### src/rtl/mem_stage_pkg.sv
// rtl/mem_stage_pkg.sv - shared widths, stall encoding and bus layouts for the memory stage
package mem_stage_pkg;

    localparam int EX_TO_MEM_WD       = 76;
    localparam int MEM_TO_WB_WD       = 70;
    localparam int MEM_TO_ID_WD       = 38;
    localparam int STALL_WD           = 6;
    localparam int LOAD_SRAM_DATA_WD  = 5;
    localparam int STORE_SRAM_DATA_WD = 3;

    localparam int STALL_MEM = 3;
    localparam int STALL_WB  = 4;

    localparam logic        STOP      = 1'b1;
    localparam logic        NO_STOP   = 1'b0;
    localparam logic [31:0] ZERO_WORD = 32'h0000_0000;

    typedef logic [STALL_WD-1:0] stall_bus_t;

    typedef struct packed {
        logic lb;
        logic lh;
        logic lw;
        logic lbu;
        logic lhu;
    } load_flags_t;

    typedef struct packed {
        logic sb;
        logic sh;
        logic sw;
    } store_flags_t;

    typedef struct packed {
        logic [31:0] pc;
        logic        data_ram_en;
        logic [3:0]  data_ram_wen;
        logic        sel_rf_res;
        logic        rf_we;
        logic [4:0]  rf_waddr;
        logic [31:0] ex_result;
    } ex_to_mem_t;

endpackage

### src/rtl/mem_stage_load_align.sv
// rtl/mem_stage_load_align.sv - extracts and extends the addressed byte/half/word of load data
module mem_stage_load_align
    import mem_stage_pkg::*;
(
    input  logic [31:0] rdata,
    input  logic [1:0]  offset,
    input  load_flags_t load_flags,
    output logic [31:0] ext_data
);

    logic [7:0]  byte_sel;
    logic [15:0] half_sel;

    always_comb begin
        byte_sel = rdata[8*offset +: 8];
        half_sel = offset[1] ? rdata[31:16] : rdata[15:0];
        ext_data = ZERO_WORD;
        if (load_flags.lb) begin
            ext_data = {{24{byte_sel[7]}}, byte_sel};
        end else if (load_flags.lbu) begin
            ext_data = {24'h000000, byte_sel};
        end else if (load_flags.lh) begin
            ext_data = {{16{half_sel[15]}}, half_sel};
        end else if (load_flags.lhu) begin
            ext_data = {16'h0000, half_sel};
        end else if (load_flags.lw) begin
            ext_data = rdata;
        end
    end

endmodule

### src/rtl/mem_stage.sv
// rtl/mem_stage.sv - memory-access pipeline stage; MEM_ALIGN_CHK_EN enables the misalignment check
module mem_stage
    import mem_stage_pkg::*;
(
    input  logic                          clk,
    input  logic                          rst,
    input  logic [STALL_WD-1:0]           stall,
    input  logic [EX_TO_MEM_WD-1:0]       ex_to_mem_bus,
    input  logic [LOAD_SRAM_DATA_WD-1:0]  load_sram_ex_data,
    input  logic [STORE_SRAM_DATA_WD-1:0] store_sram_ex_data,
    input  logic [31:0]                   data_sram_rdata,
    output logic [MEM_TO_WB_WD-1:0]       mem_to_wb_bus,
    output logic [MEM_TO_ID_WD-1:0]       mem_to_id_bus,
    output logic                          mem_addr_err
);

    ex_to_mem_t   ex_q, ex_d;
    load_flags_t  ld_q, ld_d;
    store_flags_t st_q, st_d;
    logic         hold_valid_q, hold_valid_d;
    logic [31:0]  hold_data_q, hold_data_d;

    logic        is_load;
    logic [1:0]  addr_off;
    logic [31:0] rdata_eff;
    logic [31:0] load_data;
    logic [31:0] rf_wdata;
    logic        load_err;
    logic        rf_we_out;
    logic        unused_ok;

    always_ff @(posedge clk or posedge rst) begin
        if (rst) begin
            ex_q         <= '0;
            ld_q         <= '0;
            st_q         <= '0;
            hold_valid_q <= 1'b0;
            hold_data_q  <= ZERO_WORD;
        end else begin
            ex_q         <= ex_d;
            ld_q         <= ld_d;
            st_q         <= st_d;
            hold_valid_q <= hold_valid_d;
            hold_data_q  <= hold_data_d;
        end
    end

    assign is_load  = |ld_q;
    assign addr_off = ex_q.ex_result[1:0];

    always_comb begin
        ex_d         = ex_q;
        ld_d         = ld_q;
        st_d         = st_q;
        hold_valid_d = hold_valid_q;
        hold_data_d  = hold_data_q;
        if (stall[STALL_MEM] == STOP && stall[STALL_WB] == NO_STOP) begin
            ex_d = '0;
            ld_d = '0;
            st_d = '0;
        end else if (stall[STALL_MEM] == NO_STOP) begin
            ex_d = ex_to_mem_bus;
            ld_d = load_sram_ex_data;
            st_d = store_sram_ex_data;
        end
        // SRAM data is only valid in the load's first MEM cycle, so latch it once per stall
        if (stall[STALL_MEM] == NO_STOP) begin
            hold_valid_d = 1'b0;
        end else if (is_load && !hold_valid_q) begin
            hold_valid_d = 1'b1;
            hold_data_d  = data_sram_rdata;
        end
    end

    assign rdata_eff = hold_valid_q ? hold_data_q : data_sram_rdata;

    mem_stage_load_align u_load_align (
        .rdata      (rdata_eff),
        .offset     (addr_off),
        .load_flags (ld_q),
        .ext_data   (load_data)
    );

`ifdef MEM_ALIGN_CHK_EN
    assign mem_addr_err = ((ld_q.lh | ld_q.lhu | st_q.sh) & addr_off[0])
                        | ((ld_q.lw | st_q.sw) & (addr_off != 2'b00));
    assign load_err     = mem_addr_err & is_load;
`else
    assign mem_addr_err = 1'b0;
    assign load_err     = 1'b0;
`endif

    assign rf_wdata  = ex_q.sel_rf_res ? load_data : ex_q.ex_result;
    assign rf_we_out = ex_q.rf_we & ~load_err;

    assign mem_to_wb_bus = {ex_q.pc, rf_we_out, ex_q.rf_waddr, rf_wdata};
    assign mem_to_id_bus = {rf_we_out & (ex_q.rf_waddr != 5'd0), ex_q.rf_waddr, rf_wdata};

    assign unused_ok = ^{ex_q.data_ram_en, ex_q.data_ram_wen, st_q, stall[2:0], stall[5]};

endmodule

### config.mk
export PLATFORM = sky130hd
export DESIGN_NAME = mem_stage
export DESIGN_NICKNAME = d
export VERILOG_FILES = /design/src/rtl/mem_stage_pkg.sv /design/src/rtl/mem_stage_load_align.sv /design/src/rtl/mem_stage.sv
export SDC_FILE = /design/constraint.sdc
export NUM_CORES = 1
export LEC_CHECK = 0
export BUFFER_PORTS_ARGS = -buffer_cell sky130_fd_sc_hd__buf_2
export CORE_ASPECT_RATIO = 1.5
export CORE_MARGIN = 2
export CORE_UTILIZATION = 51
export DETAILED_ROUTE_END_ITERATION = 10
export PLACE_DENSITY = 0.85
export SETUP_SLACK_MARGIN = 0.3
export SLEW_MARGIN = 20
export SYNTH_ARGS = -nofsm -noshare
export SYNTH_HDL_FRONTEND = slang
export SYNTH_HIERARCHICAL = 1
export SYNTH_SLANG_ARGS = --single-unit
### constraint.sdc
create_clock -name clk -period 4.1 [get_ports clk]
set_input_delay 0.205 -clock clk [delete_from_list [all_inputs] [get_ports clk]]
set_output_delay 0.205 -clock clk [all_outputs]
set_load 0.01 [all_outputs]
==> out/summary.txt, run 1 <==
run status = finished, final reports clean
hold crit path type = in -> reg
WP buf/inv = 1
row count = 50
max_cap viols = 0
r2r worst-path depth = 4
nets = 911
drt pass-1 iters = 5
fraction of layout cells with a size suffix above 1 = 0.439
Core Area = 12400 µm²
cell count of the worst hold path = 3
warnings from Yosys = 6
Overflow after GRT = 0
number of global-route vias before repair = 4843
CP Launch Type = flop
worst-margin pin slew = 0.984 ns
drt wl/cell = 17.2 µm
Vias = 5028
Top FF cell, synth = dfrtp_1
Synth async-reset ratio = 1.00
number of remaining DRC errors = 0
CTS Sinks = 109
crit path DAT = 3.37 ns
RSZ-0062 raised after global routing = no
die outline area = 13700 µm²
Area Growth Syn to Fin = 13.6%
max_slew headroom = 0.343
Root Driver = clkbuf_16
Inserted Clock Buffers = 9
met2 GRT Util = 0.402
CP Max Fanout = 24
Slowest cell on crit path = dfrtp_1
Mapped Nets = 794
crit share post-route = 0.871
Final ANT Viol Nets = 0
first-pass GRT wire length = 25.4 mm
met3 usage = 0.0445
clock skew = 0.00829 ns
fin crit period = 3.57 ns
worst slack at placement = 0.935 ns
critical path depth = 6
Post-synth EDFFs = 0
Die W = 96.1 µm
Hold Buf Count CTS = 1
crit path kind = reg -> out
die span in y = 142 µm
GR Util met1 = 0.304
Mapped Cells = 670
clock latency on the worst-skew pair = 0.35 ns
Top delay family on crit path = multiplexers
Lkg Pwr = 3.79 nW
Reg clk slew, reported paths = 0.08 ns
most used cell, CP = mux2_2
Seq/Total Area, Yosys = 0.420
CTS tree = built
All-Layer GR Usage = 0.242
most common cell after layout, fill and taps aside = buf_2
Final HPWL DP = 11.9 mm
Critical Path RT = 3.89 ns
fmax = 280 MHz
routability cong. = 0.888
Hold WS = 0.0662 ns
CP Capture Type = primary output
Post-Syn Area = 6490 µm²
Max Slew Vio Count = 0
GR peak layer = met2
Post-CTS Resized = 0
#FFs+latches synth = 109
Yosys cell types = 37
clk buf depth = 2
setup bufs post-CTS = 0
TNS Setup = 0 ns
crit-path cells = mux2_2 > mux4_2 > nand2_1 > o31ai_1 > mux2_2 > buf_2
Post-Syn Area per Cell = 9.69 µm²
DRT iter0 DRCs = 406
initial antenna violation count = 2
Initial Utilization = 0.521
Via-to-Cell Ratio = 5.29
PwrDens = 408 nW/µm²
number of port buffers = 219
PnR worst setup slack = 0.528 ns
most frequent cells in the layout = buf_2 (218), dfrtp_1 (109), o21ai_0 (80), inv_1 (78), mux2_2 (67)
Clock H-tree levels = 3
Boundary Pins = 233
Routed WL = 16.4 mm
largest net degree at the start of global routing = 92
Final setup viols = 0
maximum VDD drop = 0.200 mV
CP peak stage delay = 0.81 ns
final number of hold-violating endpoints = 0
==> layout make-up <==
cell class | instances | area, µm²
Fill cell | 1079 | 5070
Sequential cell | 109 | 2730
Multi-Input combinational cell | 358 | 2650
Timing Repair Buffer | 230 | 1180
Inverter | 79 | 299
Clock buffer | 9 | 225
Tap cell | 156 | 195
Clock inverter | 7 | 86.3
Antenna cell | 2 | 5.00
==> cell usage after synthesis (2+ instances only) <==
master | count | area share
dfrtp_1 | 109 | 0.42
o21ai_0 | 80 | 0.062
inv_1 | 79 | 0.046
buf_4 | 76 | 0.088
mux2_2 | 67 | 0.12
nand3_1 | 55 | 0.042
mux2_4 | 30 | 0.069
nand2_1 | 25 | 0.014
clkbuf_1 | 24 | 0.014
o21ai_1 | 21 | 0.016
a21oi_1 | 16 | 0.012
buf_2 | 15 | 0.012
nor2_1 | 10 | 0.0058
mux2i_1 | 8 | 0.012
a211oi_1 | 7 | 0.0081
a221o_1 | 7 | 0.011
nor3_1 | 7 | 0.0054
o31ai_1 | 7 | 0.0081
buf_6 | 6 | 0.010
buf_1 | 3 | 0.0017
o21a_1 | 2 | 0.0023
==> cells by family after synthesis <==
| logic type | count (synthesis) | synth area share |
|---|---|---|
| buf+inv | 203 | 0.171 |
| compound gates | 143 | 0.125 |
| flops | 109 | 0.420 |
| mux | 106 | 0.201 |
| simple gates | 108 | 0.0815 |
| other cells | 1 | 0.000578 |
==> tightest hold or removal path: cells and delay by family <==
family / cells / cell delay, ns
buffers and inverters: 2 / 0.14
AOI/OAI and AO/OA: 1 / 0.05
==> sequential cells by signal (all words and copies together) (netlist names) <==
name and cells:
hold_data_q 32, mem_to_id_bus 5, ex_q 31, addr_off 2, mem_to_wb_bus 32, rf_we_out 1
hold_valid_q 1, ld_q 5
==> routing by layer <==
layer | share of wire | vias to the layer above | routed length, µm
li1 | - | 2414 | -
met1 | 0.39 | 2359 | 6380
met2 | 0.51 | 226 | 8430
met3 | 0.064 | 29 | 1040
met4 | 0.032 | 0 | 526
met5 | 0 | - | 0
==> power by group <==
part           switching [mW]  internal (mW)  leakage (nW)
Combinational           0.413          0.390          2.30
Clock                   0.434          0.490         0.151
Sequential             0.0866           1.20          1.35
Total                   0.934           2.08          3.79
==> through the flow <==
step	util	instances	instance area, µm²	power (mW)
floorplan	-	670	6490	1.91
global placement	0.566	931	7050	2.07
detailed placement	0.566	931	7050	2.10
CTS	0.592	948	7370	3.02
global route	0.592	949	7370	3.16
finish	0.592	950	7370	3.01
==> worst paths after layout <==
kind / slack (ns) / endpoint / from
worst min-delay path: 0.07 / mem_to_wb_bus[61]$_DFFE_PP0P_ / ex_to_mem_bus[67]
worst max-delay path: 0.53 / mem_to_wb_bus[12] / hold_valid_q$_DFFE_PP0P_
worst max register to register: 1.45 / hold_data_q[17]$_DFFE_PP0P_ / ld_q[3]$_DFFE_PP0P_
max in group asynchronous: 2.71 / ex_q[30]$_DFFE_PP0P_ / rst
worst min register to register: 0.48 / mem_to_wb_bus[55]$_DFFE_PP0P_ / mem_to_wb_bus[55]$_DFFE_PP0P_
min in group asynchronous: 0.52 / mem_to_wb_bus[60]$_DFFE_PP0P_ / rst
Power figures use the tool's default switching activity.
==> run 2: changes to the inputs <==
Settings changed: CORE_UTILIZATION 51 to 55, PLACE_DENSITY 0.85 to 0.9.
Clock period 4.1 ns to 4.15 ns, I/O delays scaled along.
==> run 2 against run 1 <==
- power shrank 3.3%
- combinational power down 2%
- die area shrank 7.0%
- highest routed layer unchanged
- critical path depth did not move
- flip-flop and latch count did not move
- final cell count shrank 1.3%
==> out/summary.txt, run 2 (same netlist as run 1, synthesis figures left out) <==
run status = finished, final reports clean
Final ANT Viol Nets = 0 (unchanged)
TNS Setup = 0 ns (unchanged)
number of global-route vias before repair = 4896 (+1.1%)
Area Growth Syn to Fin = 12.6%
DRT iter0 DRCs = 359 (-12%)
fraction of layout cells with a size suffix above 1 = 0.439 (about the same)
Clock H-tree levels = 3 (unchanged)
drt pass-1 iters = 5 (unchanged)
CP Launch Type = flop
routability cong. = 0.941 (+5.9%)
worst slack at placement = 1.20 ns (+0.269 ns)
RSZ-0062 raised after global routing = no
Post-DP Area = 7020 µm² (-0.43%)
Lkg Pwr = 3.77 nW (-0.69%)
Tot Pwr = 2.91 mW (-3.3%)
PwrDens = 398 nW/µm² (-2.4%)
clock latency on the worst-skew pair = 0.35 ns (about the same)
Boundary Pins = 233 (unchanged)
Root Driver = clkbuf_16
fillers = 979 (-9.3%)
maximum VDD drop = 0.201 mV (+0.55%)
initial antenna violation count = 0 (-2)
Routed WL = 16.3 mm (-0.73%)
Initial Utilization = 0.563 (+0.0415)
Final HPWL DP = 12.0 mm (+0.47%)
max_cap viols = 0 (unchanged)
final core occ = 0.634 (+0.0413)
fin crit period = 3.37 ns
worst-margin pin slew = 1.02 ns (+0.0314 ns)
All-Layer GR Usage = 0.255 (+0.0137)
number of remaining DRC errors = 0 (unchanged)
ant diodes = 0 (-2)
PnR worst setup slack = 0.779 ns (+0.251 ns)
row count = 48 (-4.0%)
crit path DAT = 3.16 ns (-0.21 ns)
Die W = 92.7 µm (-3.6%)
fmax = 297 MHz
CP Capture Type = primary output
die outline area = 12700 µm² (-7.0%)
most frequent cells in the layout = buf_2 (218), dfrtp_1 (108), o21ai_0 (80), inv_1 (78), mux2_2 (67)
final number of hold-violating endpoints = 0 (unchanged)
Reg clk slew, reported paths = 0.08 ns (about the same)
crit path kind = reg -> out
largest net degree at the start of global routing = 78 (-15%)
nets = 907 (-0.44%)
fin cells = 938 (-1.3%)
Hold WS = 0.0641 ns (-0.00209 ns)
Inserted Clock Buffers = 9 (unchanged)
Critical Path RT = 3.94 ns (+0.05 ns)
clk buf depth = 2 (unchanged)
number of port buffers = 219 (unchanged)
clock skew = 0.0101 ns (+0.00185 ns)
max_slew headroom = 0.323 (-0.0195)
Vias = 4993 (-0.70%)
Placed Instances = 922 (-0.97%)
die span in y = 137 µm (-3.6%)
drt wl/cell = 17.3 µm (+0.54%)
Overflow after GRT = 0 (unchanged)
Hold Buf Count CTS = 0 (-1)
most common cell after layout, fill and taps aside = buf_2
first-pass GRT wire length = 25.1 mm (-1.1%)
CTS Sinks = 109 (unchanged)
Core Area = 11500 µm² (-7.4%)
Final Cell Area = 7310 µm² (-0.92%)
Final setup viols = 0 (unchanged)
Post-CTS Resized = 0 (unchanged)
CP Max Fanout = 24 (unchanged)
FF/Latch Area = 2730 µm² (about the same)
Max Slew Vio Count = 0 (unchanged)
crit share post-route = 0.812
Via-to-Cell Ratio = 5.32 (+0.57%)
hold crit path type = in -> async
setup bufs post-CTS = 0 (unchanged)
footprint of the multi-input gates = 2650 µm² (unchanged)
CTS tree = built
[run 2: report_power, final]
part           switching [mW]  internal [mW]
clock network           0.426          0.423
logic                   0.402          0.383
registers              0.0949           1.18
[run 2: per-layer routing]
metal | wire length, µm | global-route usage | vias up
met5 | 0 | 0 | -
met4 | 664 | 0.131 | 0
met3 | 967 | 0.0468 | 41
met2 | 8500 | 0.444 | 232
met1 | 6120 | 0.301 | 2307
li1 | - | - | 2413
[run 2: final cells by class]
type,count,share of cell area
inverters,79,0.0409
well taps,150,0.0257
clock buffers,9,0.0308
flip-flops and latches,109,0.373
clock inverters,7,0.00856
multi-input cells,358,0.363
repair buffers,226,0.158
[run 2: critical path, stage by stage, from the launching register on]
cell and delay, ns:
dfrtp_1 0.60, mux2_2 0.44, mux4_2 0.49, nand2_1 0.55
o31ai_1 0.24, mux2_2 0.35, buf_2 0.15
[run 2: path summary, 6_finish.rpt]
path / start / end / slack (ns) / cells after the start
worst max-delay path: hold_valid_q$_DFFE_PP0P_ / mem_to_wb_bus[8] / 0.78 / 6
worst min-delay path: rst / mem_to_wb_bus[69]$_DFFE_PP0P_ / 0.06 / 2
worst max register to register: ld_q[3]$_DFFE_PP0P_ / hold_data_q[27]$_DFFE_PP0P_ / 1.55 / 4
worst min register to register: mem_to_wb_bus[51]$_DFFE_PP0P_ / mem_to_wb_bus[51]$_DFFE_PP0P_ / 0.48 / 2
max in group asynchronous: rst / ld_q[0]$_DFFE_PP0P_ / 3.09 / 3
min in group clk: ex_to_mem_bus[66] / mem_to_wb_bus[60]$_DFFE_PP0P_ / 0.07 / 3
